File: src/rtl/shift_word_collector_if.sv
// Output stream of the shift word collector.
//   out_data  : head word of the collector's output queue (0 when empty)
//   out_valid : out_data holds a valid word
//   out_ready : consumer accepts the head word when out_valid is also high
// The collector drives the master modport; the consumer uses the slave modport.
interface shift_word_collector_if #(
  parameter int WIDTH = 4
);
  logic [WIDTH-1:0] out_data;
  logic             out_valid;
  logic             out_ready;

  modport master (
    output out_data,
    output out_valid,
    input  out_ready
  );

  modport slave (
    input  out_data,
    input  out_valid,
    output out_ready
  );
endinterface

File: src/rtl/shift_word_collector.sv
// Serial-to-parallel collector fed by the LSB of an upstream right shifter.
// Bits arrive LSB first. They are reassembled into WIDTH-bit words, and the
// words are buffered in a 2-entry FIFO that has a valid/ready output.
// Ports:
//   clk      : system clock, rising edge
//   rst      : asynchronous active-high reset
//   ser_in   : serial data bit
//   ser_vld  : ser_in is sampled this cycle
//   sync     : word-boundary restart that discards the partial word
//   bit_cnt  : bits held in the current partial word
//   ovf      : sticky flag, set when a completed word was dropped
//   clr_ovf  : synchronous clear of ovf
//   out      : output stream (out_data / out_valid / out_ready)
module shift_word_collector #(
  parameter  int WIDTH = 4,
  localparam int CW    = $clog2(WIDTH) + 1
) (
  input  logic                   clk,
  input  logic                   rst,
  input  logic                   ser_in,
  input  logic                   ser_vld,
  input  logic                   sync,
  output logic [CW-1:0]          bit_cnt,
  output logic                   ovf,
  input  logic                   clr_ovf,
  shift_word_collector_if.master out
);

  localparam logic [CW-1:0] LAST_IDX = CW'(WIDTH - 1);
  localparam logic [CW-1:0] CNT_ZERO = {CW{1'b0}};
  localparam logic [CW-1:0] CNT_ONE  = {{(CW-1){1'b0}}, 1'b1};

  logic [WIDTH-1:0] asm;
  // q0 is the head entry. Each entry is kept at 0 while it is not valid, so
  // out_data can be driven directly from q0.
  logic [WIDTH-1:0] q0;
  logic [WIDTH-1:0] q1;
  logic             v0;
  logic             v1;

  logic [WIDTH-1:0] word;
  logic             done;
  logic             pop;
  logic [WIDTH-1:0] q0_n;
  logic [WIDTH-1:0] q1_n;
  logic             v0_n;
  logic             v1_n;
  logic             drop;

  assign out.out_data  = q0;
  assign out.out_valid = v0;

  // Work out whether a word completes, whether the head pops, and the next queue state.
  always_comb begin
    word = {ser_in, asm[WIDTH-1:1]};
    // With sync set, the incoming bit starts a new word and so can never complete one.
    done = ser_vld && !sync && (bit_cnt == LAST_IDX);
    // out_ready is ignored while the queue is empty.
    pop  = v0 && out.out_ready;
    q0_n = q0;
    q1_n = q1;
    v0_n = v0;
    v1_n = v1;
    drop = 1'b0;
    case ({done, pop})
      2'b01: begin
        q0_n = q1;
        v0_n = v1;
        q1_n = {WIDTH{1'b0}};
        v1_n = 1'b0;
      end
      2'b10: begin
        if (!v0) begin
          q0_n = word;
          v0_n = 1'b1;
        end else if (!v1) begin
          q1_n = word;
          v1_n = 1'b1;
        end else begin
          // The queue is full and nothing leaves it: drop the new word and keep the contents.
          drop = 1'b1;
        end
      end
      2'b11: begin
        // A pop implies v0 is set. The pop frees a slot, so the push always fits.
        if (v1) begin
          q0_n = q1;
          q1_n = word;
        end else begin
          q0_n = word;
          q1_n = {WIDTH{1'b0}};
        end
      end
      default: begin
        q0_n = q0;
        q1_n = q1;
      end
    endcase
  end

  // Register the assembly shift register and the bit counter.
  always_ff @(posedge clk or posedge rst) begin
    if (rst) begin
      asm     <= {WIDTH{1'b0}};
      bit_cnt <= CNT_ZERO;
    end else if (ser_vld) begin
      if (sync) begin
        // Restart: the incoming bit becomes bit 0 of a new word and will shift down into asm[0].
        asm     <= {ser_in, {(WIDTH-1){1'b0}}};
        bit_cnt <= CNT_ONE;
      end else begin
        asm     <= word;
        bit_cnt <= (bit_cnt == LAST_IDX) ? CNT_ZERO : (bit_cnt + CNT_ONE);
      end
    end else if (sync) begin
      asm     <= {WIDTH{1'b0}};
      bit_cnt <= CNT_ZERO;
    end else begin
      asm     <= asm;
      bit_cnt <= bit_cnt;
    end
  end

  // Register the output queue entries and their valid flags.
  always_ff @(posedge clk or posedge rst) begin
    if (rst) begin
      q0 <= {WIDTH{1'b0}};
      q1 <= {WIDTH{1'b0}};
      v0 <= 1'b0;
      v1 <= 1'b0;
    end else begin
      q0 <= q0_n;
      q1 <= q1_n;
      v0 <= v0_n;
      v1 <= v1_n;
    end
  end

  // Register the sticky overflow flag. A drop takes priority over a clear in the same cycle.
  always_ff @(posedge clk or posedge rst) begin
    if (rst) begin
      ovf <= 1'b0;
    end else if (drop) begin
      ovf <= 1'b1;
    end else if (clr_ovf) begin
      ovf <= 1'b0;
    end else begin
      ovf <= ovf;
    end
  end

endmodule

File: src/flat_wrapper.sv
// flat-port wrapper written by rule: the top's interface ports become plain ports
module shift_word_collector_flat 
#(
  parameter  int WIDTH = 4,
  localparam int CW    = $clog2(WIDTH) + 1
)
  (clk, rst, ser_in, ser_vld, sync, bit_cnt, ovf, clr_ovf, out_out_data, out_out_valid, out_out_ready);
  shift_word_collector_if #(.WIDTH(WIDTH)) out_i ();
  input  logic clk;
  input  logic rst;
  input  logic ser_in;
  input  logic ser_vld;
  input  logic sync;
  output logic [CW-1:0] bit_cnt;
  output logic ovf;
  input  logic clr_ovf;
  output wire logic [$bits(out_i.out_data)-1:0] out_out_data;
  output wire logic [$bits(out_i.out_valid)-1:0] out_out_valid;
  input wire logic [$bits(out_i.out_ready)-1:0] out_out_ready;
  assign out_out_data = out_i.out_data;
  assign out_out_valid = out_i.out_valid;
  assign out_i.out_ready = out_out_ready;
  shift_word_collector #(.WIDTH(WIDTH)) u_core (.clk(clk), .rst(rst), .ser_in(ser_in), .ser_vld(ser_vld), .sync(sync), .bit_cnt(bit_cnt), .ovf(ovf), .clr_ovf(clr_ovf), .out(out_i));
endmodule
File: config.mk
export PLATFORM = sky130hd
export DESIGN_NAME = shift_word_collector_flat
export DESIGN_NICKNAME = d
export VERILOG_FILES = /design/src/rtl/shift_word_collector_if.sv /design/src/rtl/shift_word_collector.sv /design/src/flat_wrapper.sv
export SDC_FILE = /design/constraint.sdc
export NUM_CORES = 1
export LEC_CHECK = 0
export ABC_AREA = 1
export CAP_MARGIN = 20
export CORE_UTILIZATION = 55
export CTS_BUF_LIST = sky130_fd_sc_hd__clkbuf_8
export CTS_CLUSTER_DIAMETER = 100
export DETAILED_ROUTE_END_ITERATION = 16
export GPL_TIMING_DRIVEN = 1
export HOLD_SLACK_MARGIN = 0.08
export PLACE_DENSITY = 0.91
export SYNTH_ARGS = -nofsm -noshare
export SYNTH_HDL_FRONTEND = slang
export SYNTH_SLANG_ARGS = --single-unit
File: constraint.sdc
create_clock -name clk -period 4.6 [get_ports clk]
set_clock_uncertainty 0.15 [all_clocks]
set_input_delay 0.92 -clock clk [delete_from_list [all_inputs] [get_ports clk]]
set_output_delay 0.92 -clock clk [all_outputs]
set_load 0.01 [all_outputs]
==> metrics.txt, run 1 <==
DP HPWL around 1.6 mm; sw power roughly 0.16 mW; crit path kind in2reg; 1st-iter DRT viols between 50 and 60; CP required ~4600 ps; Multi-input gate area between 400 and 500 um^2; antenna cell count 0; Antenna Nets Post-Route 0; Reg power frac a little over two fifths; Tcrit/Tclk final between 50% and 60%; number of global-route vias before repair just under 800; Synth Area per Inst around 7.5 um^2; worst vdd ir 0.265 mV; final-report setup violation count 0; Slew @ Worst Pin 630 ps; commonest non-fill, non-tap cell in the layout nand2_1; final worst slack around 1900 ps; Pre-Repair DR Iteration Count 5; CTS H-tree lvls 1; yosys warns 0; CP Capture Type flip-flop; Total Wirelength roughly 2.2 mm; DR WL/cell 12.6 um; Initial Util about three fifths; Area Growth Syn to Fin 21.1%; hold crit path type reg2reg; global-route wire length before repair around 3.5 mm; Rows 15; I/O Pins 16; # DRC 0; RSZ-0062 raised after global routing no; register area share after synthesis around 43%; DR vias between 900 and 1k; port buffer count 15; vias per cell around 5.4; CTS Buffer Depth 2; combinational group share of total power a little over a third; Max FO, Critical Path 12; Max Clock Freq 0.364 GHz; Hold-fix buffers, CTS 0; clock transition at the registers of the reported paths around 60 ps; initial antenna violation count 0; Pint slightly above 0.3 mW; Core Footprint between 1500 and 2000 um^2; clock latency on the worst-skew pair 250 ps; Setup TNS 0 ps; largest net degree at the start of global routing 18; Slew HR 58.0%; CTS Sinks 17; Post-Syn Instances roughly 130; status finished, final reports clean; crit path DAT between 2000 and 3000 ps; share of cells above drive strength 1 around a tenth; Period minus WS final about 2700 ps; fillers 130; grt ovf 0; commonest non-fill, non-tap cells in the layout nand2_1, nand3_1, dfrtp_1, clkdlybuf4s50_1, inv_1; Synth Register Bits 17; syn nets approximately 140; post-CTS setup buffers 0; crit start category input pin; clock root buffer clkbuf_8; Leakage a little over 0.6 nW; crit-path max cell delay 500 ps; Global Route Usage Sum around a quarter; CTS tree built; Die Wd 44.5 um; Worst path top cell family by delay buffers and inverters; Die Y between 40 and 50 um; Routability Congestion 0.906; die area 1980 um^2; Clock power frac between 20 and 25%; switching share of power 34.1%; Buf/Inv on CP 3; register area about 430 um^2; Post-CTS Resized 0; CP Cell Sequence clkdlybuf4s50_1 > inv_2 > nand2_2 > nor2_2 > ha_1 > inv_1 > o21ai_2 > nand3_1 > nand2_1; Critical-path top delay cell clkdlybuf4s50_1; Final nets approximately 160; total CTS buffers 3; Synth cell types 20; Max Cap Viol 0; max-slew violation count 0; power per cell area approximately 390 nW/um^2; Syn Std Cell Area between 900 and 1000 um^2; Setup WS pre-CTS about 1700 ps; final hold vios 0
-- final timing paths --
kind / slack [ps] / endpoint / cells past startpoint / startpoint
max: 1850 / u_core.q1[2]$_DFFE_PP0P_ / 9 / sync
min: 370 / u_core.out.out_data[3]$_DFFE_PP0P_ / 2 / u_core.out.out_data[3]$_DFFE_PP0P_
max reg2reg: 2550 / u_core.q1[2]$_DFFE_PP0P_ / 8 / u_core.bit_cnt[0]$_DFFE_PP0P_
min reg2reg: 370 / u_core.out.out_data[3]$_DFFE_PP0P_ / 2 / u_core.out.out_data[3]$_DFFE_PP0P_
max in group asynchronous: 2990 / u_core.q1[1]$_DFFE_PP0P_ / 2 / rst
min in group asynchronous: 900 / u_core.out.out_data[0]$_DFFE_PP0P_ / 2 / rst
-- power groups by stage --
stage	clock network [mW]	registers (mW)	logic, mW
after floorplan	0	0.208	0.0832
after global placement	0	0.200	0.160
after detailed placement	0	0.202	0.165
after CTS	0.108	0.200	0.167
after global routing	0.115	0.203	0.185
final	0.105	0.200	0.167
-- kinds of logic (layout without fill, tap and decap cells) --
| group | after synthesis | in the layout | synth area share [%] |
|---|---|---|---|
| flip-flops | 17 | 17 | 42.8 |
| adder cells (fa/ha/maj) | 4 | 4 | 5.03 |
| AO/OA/AOI/OAI | 13 | 13 | 8.93 |
| buffers and inverters | 17 | 34 | 7.29 |
| AND/OR/NAND/NOR | 81 | 81 | 36.0 |
-- metrics by stage --
step	hold WS (ps)	util [%]	instance area [um^2]	instances	power [mW]
finish	368	70.5	1200	174	0.471
global route	408	70.5	1200	174	0.503
CTS	370	70.5	1200	174	0.474
detailed placement	355	67.9	1160	170	0.367
global placement	342	67.9	1160	170	0.361
floorplan	313	-	995	132	0.292
-- sequential cells by signal, indices dropped and copies added, names as in the netlist --
register              count
u_core.asm                3
u_core.out.out_data       4
u_core.q1                 4
u_core.v1                 1
u_core.bit_cnt            3
u_core.ovf                1
u_core.out.out_valid      1
-- worst register-to-register path, stage by stage (launching register included) --
cell and delay, ps:
dfrtp_1 390, ha_1 210, nand2_1 110, nor2_2 390, ha_1 390, inv_1 100, o21ai_2 90, nand3_1 100
nand2_1 70
-- routing by layer --
layer / track usage (%) / part of all wire (%) / up-vias
li1: - / - / 459
met1: 36.3 / 44 / 419
met2: 36.2 / 45 / 49
met3: 4.08 / 9.6 / 7
met4: 10.3 / 1.8 / 0
met5: 0 / 0 / -
-- final cells by class --
type                       instances  share of cell area, %
inverter                          15                   4.67
timing repair buffer              15                   12.5
multi-input combinational         98                   41.2
tap                               25                   2.60
clock buffer                       3                   3.43
sequential                        17                   35.3
clock inverter                     1                  0.312
-- cell usage after synthesis --
| cell | number | area share (%) |
|---|---|---|
| a211oi_1 | 2 | 1.5 |
| a21oi_1 | 2 | 1.0 |
| buf_2 | 1 | 0.50 |
| buf_6 | 1 | 1.1 |
| dfrtp_1 | 17 | 43 |
| ha_1 | 4 | 5.0 |
| inv_1 | 12 | 4.5 |
| inv_2 | 3 | 1.1 |
| nand2_1 | 41 | 15 |
| nand2_2 | 3 | 1.9 |
| nand2_4 | 1 | 1.1 |
| nand3_1 | 20 | 10 |
| nor2_1 | 12 | 4.5 |
| nor2_2 | 2 | 1.3 |
| nor2_4 | 1 | 1.1 |
| nor3_1 | 1 | 0.50 |
| o21ai_0 | 4 | 2.0 |
| o21ai_2 | 1 | 0.88 |
| o21ai_4 | 1 | 1.6 |
| o22ai_1 | 3 | 1.9 |
Power figures use the tool's default switching activity.
==> run 2: changes to the inputs <==
--- a/config.mk
+++ b/config.mk
@@ -7,13 +7,13 @@
 export LEC_CHECK = 0
 export ABC_AREA = 1
 export CAP_MARGIN = 20
-export CORE_UTILIZATION = 55
+export CORE_UTILIZATION = 54
 export CTS_BUF_LIST = sky130_fd_sc_hd__clkbuf_8
 export CTS_CLUSTER_DIAMETER = 100
 export DETAILED_ROUTE_END_ITERATION = 16
 export GPL_TIMING_DRIVEN = 1
 export HOLD_SLACK_MARGIN = 0.08
-export PLACE_DENSITY = 0.91
+export PLACE_DENSITY = 0.89
 export SYNTH_ARGS = -nofsm -noshare
 export SYNTH_HDL_FRONTEND = slang
 export SYNTH_SLANG_ARGS = --single-unit
==> constraint.sdc (replaced) <==
create_clock -name clk -period 2.8 [get_ports clk]
set_clock_uncertainty 0.15 [all_clocks]
set_input_delay 0.56 -clock clk [delete_from_list [all_inputs] [get_ports clk]]
set_output_delay 0.56 -clock clk [all_outputs]
set_load 0.01 [all_outputs]
==> run 2 against run 1 <==
Die area increased by 1.8%. Total power increased by 66%. Cell count increased by 0.57%. First-iteration DRC count decreased by 1.7%. Setup slack got worse by 1100 ps. Final area increased by 0.62%. Non-clock buffer count increased by 1.
==> metrics.txt, run 2 (synthesis results as in run 1) <==
worst vdd ir slightly below 0.5 mV; Die Wd 44.9 um; share of cells above drive strength 1 around a tenth; Slew HR between 50 and 60%; CTS tree built; crit path kind in2reg; hold crit path type reg2reg; CTS Buffer Depth 2; Antenna Nets Post-Route 0; crit start category input pin; Initial Util around 58%; post-placement cell count around 170; DR WL/cell around 13 um; RSZ-0062 raised after global routing no; post-CTS setup buffers 0; Routability Congestion around 0.94; largest net degree at the start of global routing 18; clock transition at the registers of the reported paths 60 ps; Die Y between 40 and 50 um; Period minus WS final a little over 2000 ps; Max FO, Critical Path 7; die area a little over 2000 um^2; power per cell area approximately 640 nW/um^2; fin cells ~180; Slew @ Worst Pin ~630 ps; Core Footprint about 1700 um^2; met1 Usage GRT 31.4%; status finished, final reports clean; initial antenna violation count 0; Final nets between 150 and 200; DP HPWL about 1.7 mm; Max Cap Viol 0; crit path DAT 2110 ps; Rows 15; 1st-iter DRT viols between 50 and 60; Hold-fix buffers, CTS 0; final-report setup violation count 0; commonest non-fill, non-tap cell in the layout nand2_1; Leakage 0.613 nW; total CTS buffers 3; global-route wire length before repair around 3.6 mm; CP required 2850 ps; Tcrit/Tclk final between 70% and 80%; max-slew violation count 0; antenna cell count 0; grt ovf 0; Max Clock Freq approximately 0.48 GHz; port buffer count 15; # DRC 0; I/O Pins 16; clock root buffer clkbuf_8; Setup TNS 0 ps; Pre-Repair DR Iteration Count 4; DR vias about 950; Total Wirelength around 2.2 mm; vias per cell 5.43; number of global-route vias before repair a little under 900; commonest non-fill, non-tap cells in the layout nand2_1, nand3_1, dfrtp_1, clkdlybuf4s50_1, inv_1; clock latency on the worst-skew pair between 200 and 300 ps; final hold vios 0; Area Growth Syn to Fin 21.9%; GR Layer Usage met3 6.00%; Post-CTS Resized 0; Global Route Usage Sum roughly 25%; GRT met2 Usage about 40%; CP Capture Type flip-flop; gr busiest metal met2; CTS Sinks 17; CTS H-tree lvls 1
-- run 2: changes by cell type in the layout (fill, tap and decap cells not counted), sizes merged --
cell | previous run | this run
buf | 0 | 1
-- run 2: critical path: stages --
cell	delay [ps]
clkdlybuf4s50_1	490
inv_2	130
nand2_2	70
nor2_2	160
ha_1	310
inv_1	100
o21ai_2	90
nand3_1	120
nand2_1	70
-- run 2: final timing paths --
check | start | end | slack [ps] | depth (start not counted)
max | sync | u_core.q1[1]$_DFFE_PP0P_ | 730 | 9
min | u_core.out.out_data[1]$_DFFE_PP0P_ | u_core.out.out_data[1]$_DFFE_PP0P_ | 360 | 2
max reg2reg | u_core.bit_cnt[0]$_DFFE_PP0P_ | u_core.q1[1]$_DFFE_PP0P_ | 1040 | 8
min reg2reg | u_core.out.out_data[1]$_DFFE_PP0P_ | u_core.out.out_data[1]$_DFFE_PP0P_ | 360 | 2
max in group asynchronous | rst | u_core.asm[3]$_DFFE_PP0P_ | 1560 | 2
min in group asynchronous | rst | u_core.ovf$_DFFE_PP0P_ | 540 | 2
-- run 2: layer usage --
metal	vias up	routed length, um
li1	457	-
met1	435	920
met2	50	1070
met3	9	187
met4	0	52
met5	-	0
-- run 2: where the power goes --
group          total (mW)  switching (mW)  internal (mW)
combinational       0.273           0.150          0.124
clock               0.180          0.0829         0.0974
sequential          0.327          0.0374          0.290
-- run 2: area by class of cell --
class / instances / area [um^2]
tap: 25 / 31.3
sequential: 17 / 425
clock buffer: 3 / 41.3
multi-input combinational: 98 / 497
inverter: 15 / 56.3
clock inverter: 1 / 3.75
fill: 146 / 514
timing repair buffer: 16 / 158
-- run 2: per-stage QoR --
| step | util, % | hold slack (ps) | power, mW | instance area [um^2] | setup WS (ps) |
|---|---|---|---|---|---|
| floorplan | - | 313 | 0.479 | 995 | 1110 |
| global placement | 67.6 | 343 | 0.594 | 1170 | 612 |
| detailed placement | 67.6 | 343 | 0.604 | 1170 | 520 |
| CTS | 70.2 | 360 | 0.783 | 1210 | 768 |
| global route | 70.2 | 386 | 0.830 | 1210 | 629 |
| finish | 70.2 | 357 | 0.781 | 1210 | 732 |
==> run 3: changes to the inputs <==
==> constraint.sdc (replaced) <==
create_clock -name clk -period 2.11 [get_ports clk]
set_clock_uncertainty 0.15 [all_clocks]
set_input_delay 0.422 -clock clk [delete_from_list [all_inputs] [get_ports clk]]
set_output_delay 0.422 -clock clk [all_outputs]
set_load 0.01 [all_outputs]
==> run 3 against run 2 <==
Global-route usage is 0.61 points lower. Largest power group unchanged. Die area stayed put. Hold slack hardly changed. Critical endpoint unchanged. Final area is 1.9% higher. Via count is 2.8% lower. Largest cell class unchanged. Total power is 34% higher. Setup slack worse by 540 ps. Flip-flop and latch count stayed put. Critical path depth is 1 lower.
==> metrics.txt, run 3 (synthesis results as in run 1) <==
worst reg2reg path depth 8; commonest non-fill, non-tap cell in the layout nand2_1; grt ovf 0; 1st-iter DRT viols 38; Total Wirelength approximately 2.1 mm; commonest non-fill, non-tap cells in the layout nand2_1, nand3_1, dfrtp_1, clkdlybuf4s50_1, inv_1; final-report setup violation count 0; Core Footprint approximately 1700 um^2; crit path kind in2reg; register-to-register setup slack ~340 ps; min-delay src u_core.out.out_data[0]$_DFFE_PP0P_; DP HPWL around 1.7 mm; status finished, final reports clean; die area slightly above 2000 um^2; DR WL/cell around 12 um; CTS H-tree lvls 1; # DRC 0; Critical-path top delay cell clkdlybuf4s50_1; Post-CTS Resized 0; Initial Util slightly below 60%; Die Wd about 45 um; Rows 15; power per cell area ~850 nW/um^2; total CTS buffers 3; Max Cap Viol 0; number of global-route vias before repair approximately 830; worst hold path depth 2; Area Growth Syn to Fin 24.2%; Global Route Usage Sum 24.1%; clock latency on the worst-skew pair approximately 250 ps; Slew @ Worst Pin approximately 620 ps; largest net degree at the start of global routing 18; Area after DPL approximately 1200 um^2; Final Util ~70%; Final nets between 150 and 200; CP required 2150 ps; CP Capture Type flip-flop; DR vias a little over 900; worst vdd ir slightly above 0.5 mV; hold path endpoint u_core.out.out_data[0]$_DFFE_PP0P_; crit-path max cell delay 570 ps; clock root buffer clkbuf_8; CTS Buffer Depth 2; Period minus WS final 1920 ps; CTS Sinks 17; Leakage about 0.63 nW; CTS tree built; CP Cell Sequence clkdlybuf4s50_1 > nand2_2 > nor2_2 > ha_1 > inv_1 > o21ai_2 > nand3_1 > nand2_1; Die Y roughly 45 um; global-route wire length before repair 3.47 mm; Critical R2R Capture u_core.q1[1]$_DFFE_PP0P_; RSZ-0062 raised after global routing no; share of cells above drive strength 1 around 12%; port buffer count 15; clock transition at the registers of the reported paths about 60 ps; r2r startpoint u_core.bit_cnt[0]$_DFFE_PP0P_; crit path DAT approximately 2000 ps; Tcrit/Tclk final just over 90%; Slew HR between 50 and 60%; Hold-fix buffers, CTS 0; Antenna Nets Post-Route 0; initial antenna violation count 0; total power 1.05 mW; Max FO, Critical Path 7; Routability Congestion 0.915; Pre-Repair DR Iteration Count 4; post-CTS setup buffers 0; max-slew violation count 0; I/O Pins 16; vias per cell around 5.2; antenna cell count 0; Max Clock Freq around 0.52 GHz; hold crit path type reg2reg; crit start category input pin; Final Cell Area about 1200 um^2; final hold vios 0
[run 3: cell count changes in the layout (fill, tap and decap cells not counted), sizes merged]
cell  before  now
buf        1    4
[run 3: area by class of cell]
| cell class | count | area (um^2) |
|---|---|---|
| Multi-Input combinational cell | 98 | 497 |
| Fill cell | 138 | 492 |
| Sequential cell | 17 | 425 |
| Timing Repair Buffer | 19 | 180 |
| Inverter | 15 | 56.3 |
| Clock buffer | 3 | 41.3 |
| Tap cell | 25 | 31.3 |
| Clock inverter | 1 | 3.75 |
[run 3: per-layer routing]
| layer | vias to the layer above | track usage (%) | part of all wire, % |
|---|---|---|---|
| li1 | 466 | - | - |
| met1 | 423 | 30.5 | 45 |
| met2 | 31 | 38.0 | 46 |
| met3 | 4 | 6.00 | 6.8 |
| met4 | 0 | 12.1 | 2.0 |
| met5 | - | 0 | 0 |
[run 3: per-stage QoR]
| stage | instances | setup slack [ps] | hold WS [ps] | TNS, ps |
|---|---|---|---|---|
| after global placement | 174 | 67.8 | 341 | 0 |
| after global routing | 178 | 106 | 383 | 0 |
| after CTS | 178 | 235 | 365 | 0 |
| final | 178 | 193 | 357 | 0 |
| after floorplan | 132 | 421 | 198 | 0 |
| after detailed placement | 174 | -25.6 | 351 | -59.4 |
[run 3: how the worst max path moves through the flow]
| stage | start | to | slack (ps) | cells after the start |
|---|---|---|---|---|
| final | ser_vld | u_core.q1[1]$_DFFE_PP0P_ | 190 | 8 |
| after floorplan | u_core.bit_cnt[0]$_DFFE_PP0P_ | u_core.q1[1]$_DFFE_PP0P_ | 420 | 9 |
| after detailed placement | ser_vld | u_core.q1[1]$_DFFE_PP0P_ | -30 | 8 |
| after global placement | ser_vld | u_core.q1[3]$_DFFE_PP0P_ | 70 | 8 |
| after global routing | ser_vld | u_core.q1[2]$_DFFE_PP0P_ | 110 | 8 |
| after CTS | ser_vld | u_core.q1[1]$_DFFE_PP0P_ | 230 | 8 |
[run 3: worst max-delay path, delay by kind of cell]
family                     cells  cell delay, ps
buffers and inverters          2             670
adders and majority gates      1             320
and+or+nand+nor                4             470
AOI/OAI and AO/OA              1              80
[run 3: power breakdown]
part | leakage [nW] | total, mW | internal, mW | switching, mW
logic | 0.378 | 0.376 | 0.179 | 0.197
clock network | 0.0269 | 0.237 | 0.129 | 0.108
registers | 0.222 | 0.434 | 0.385 | 0.0493
total | 0.627 | 1.05 | 0.693 | 0.355
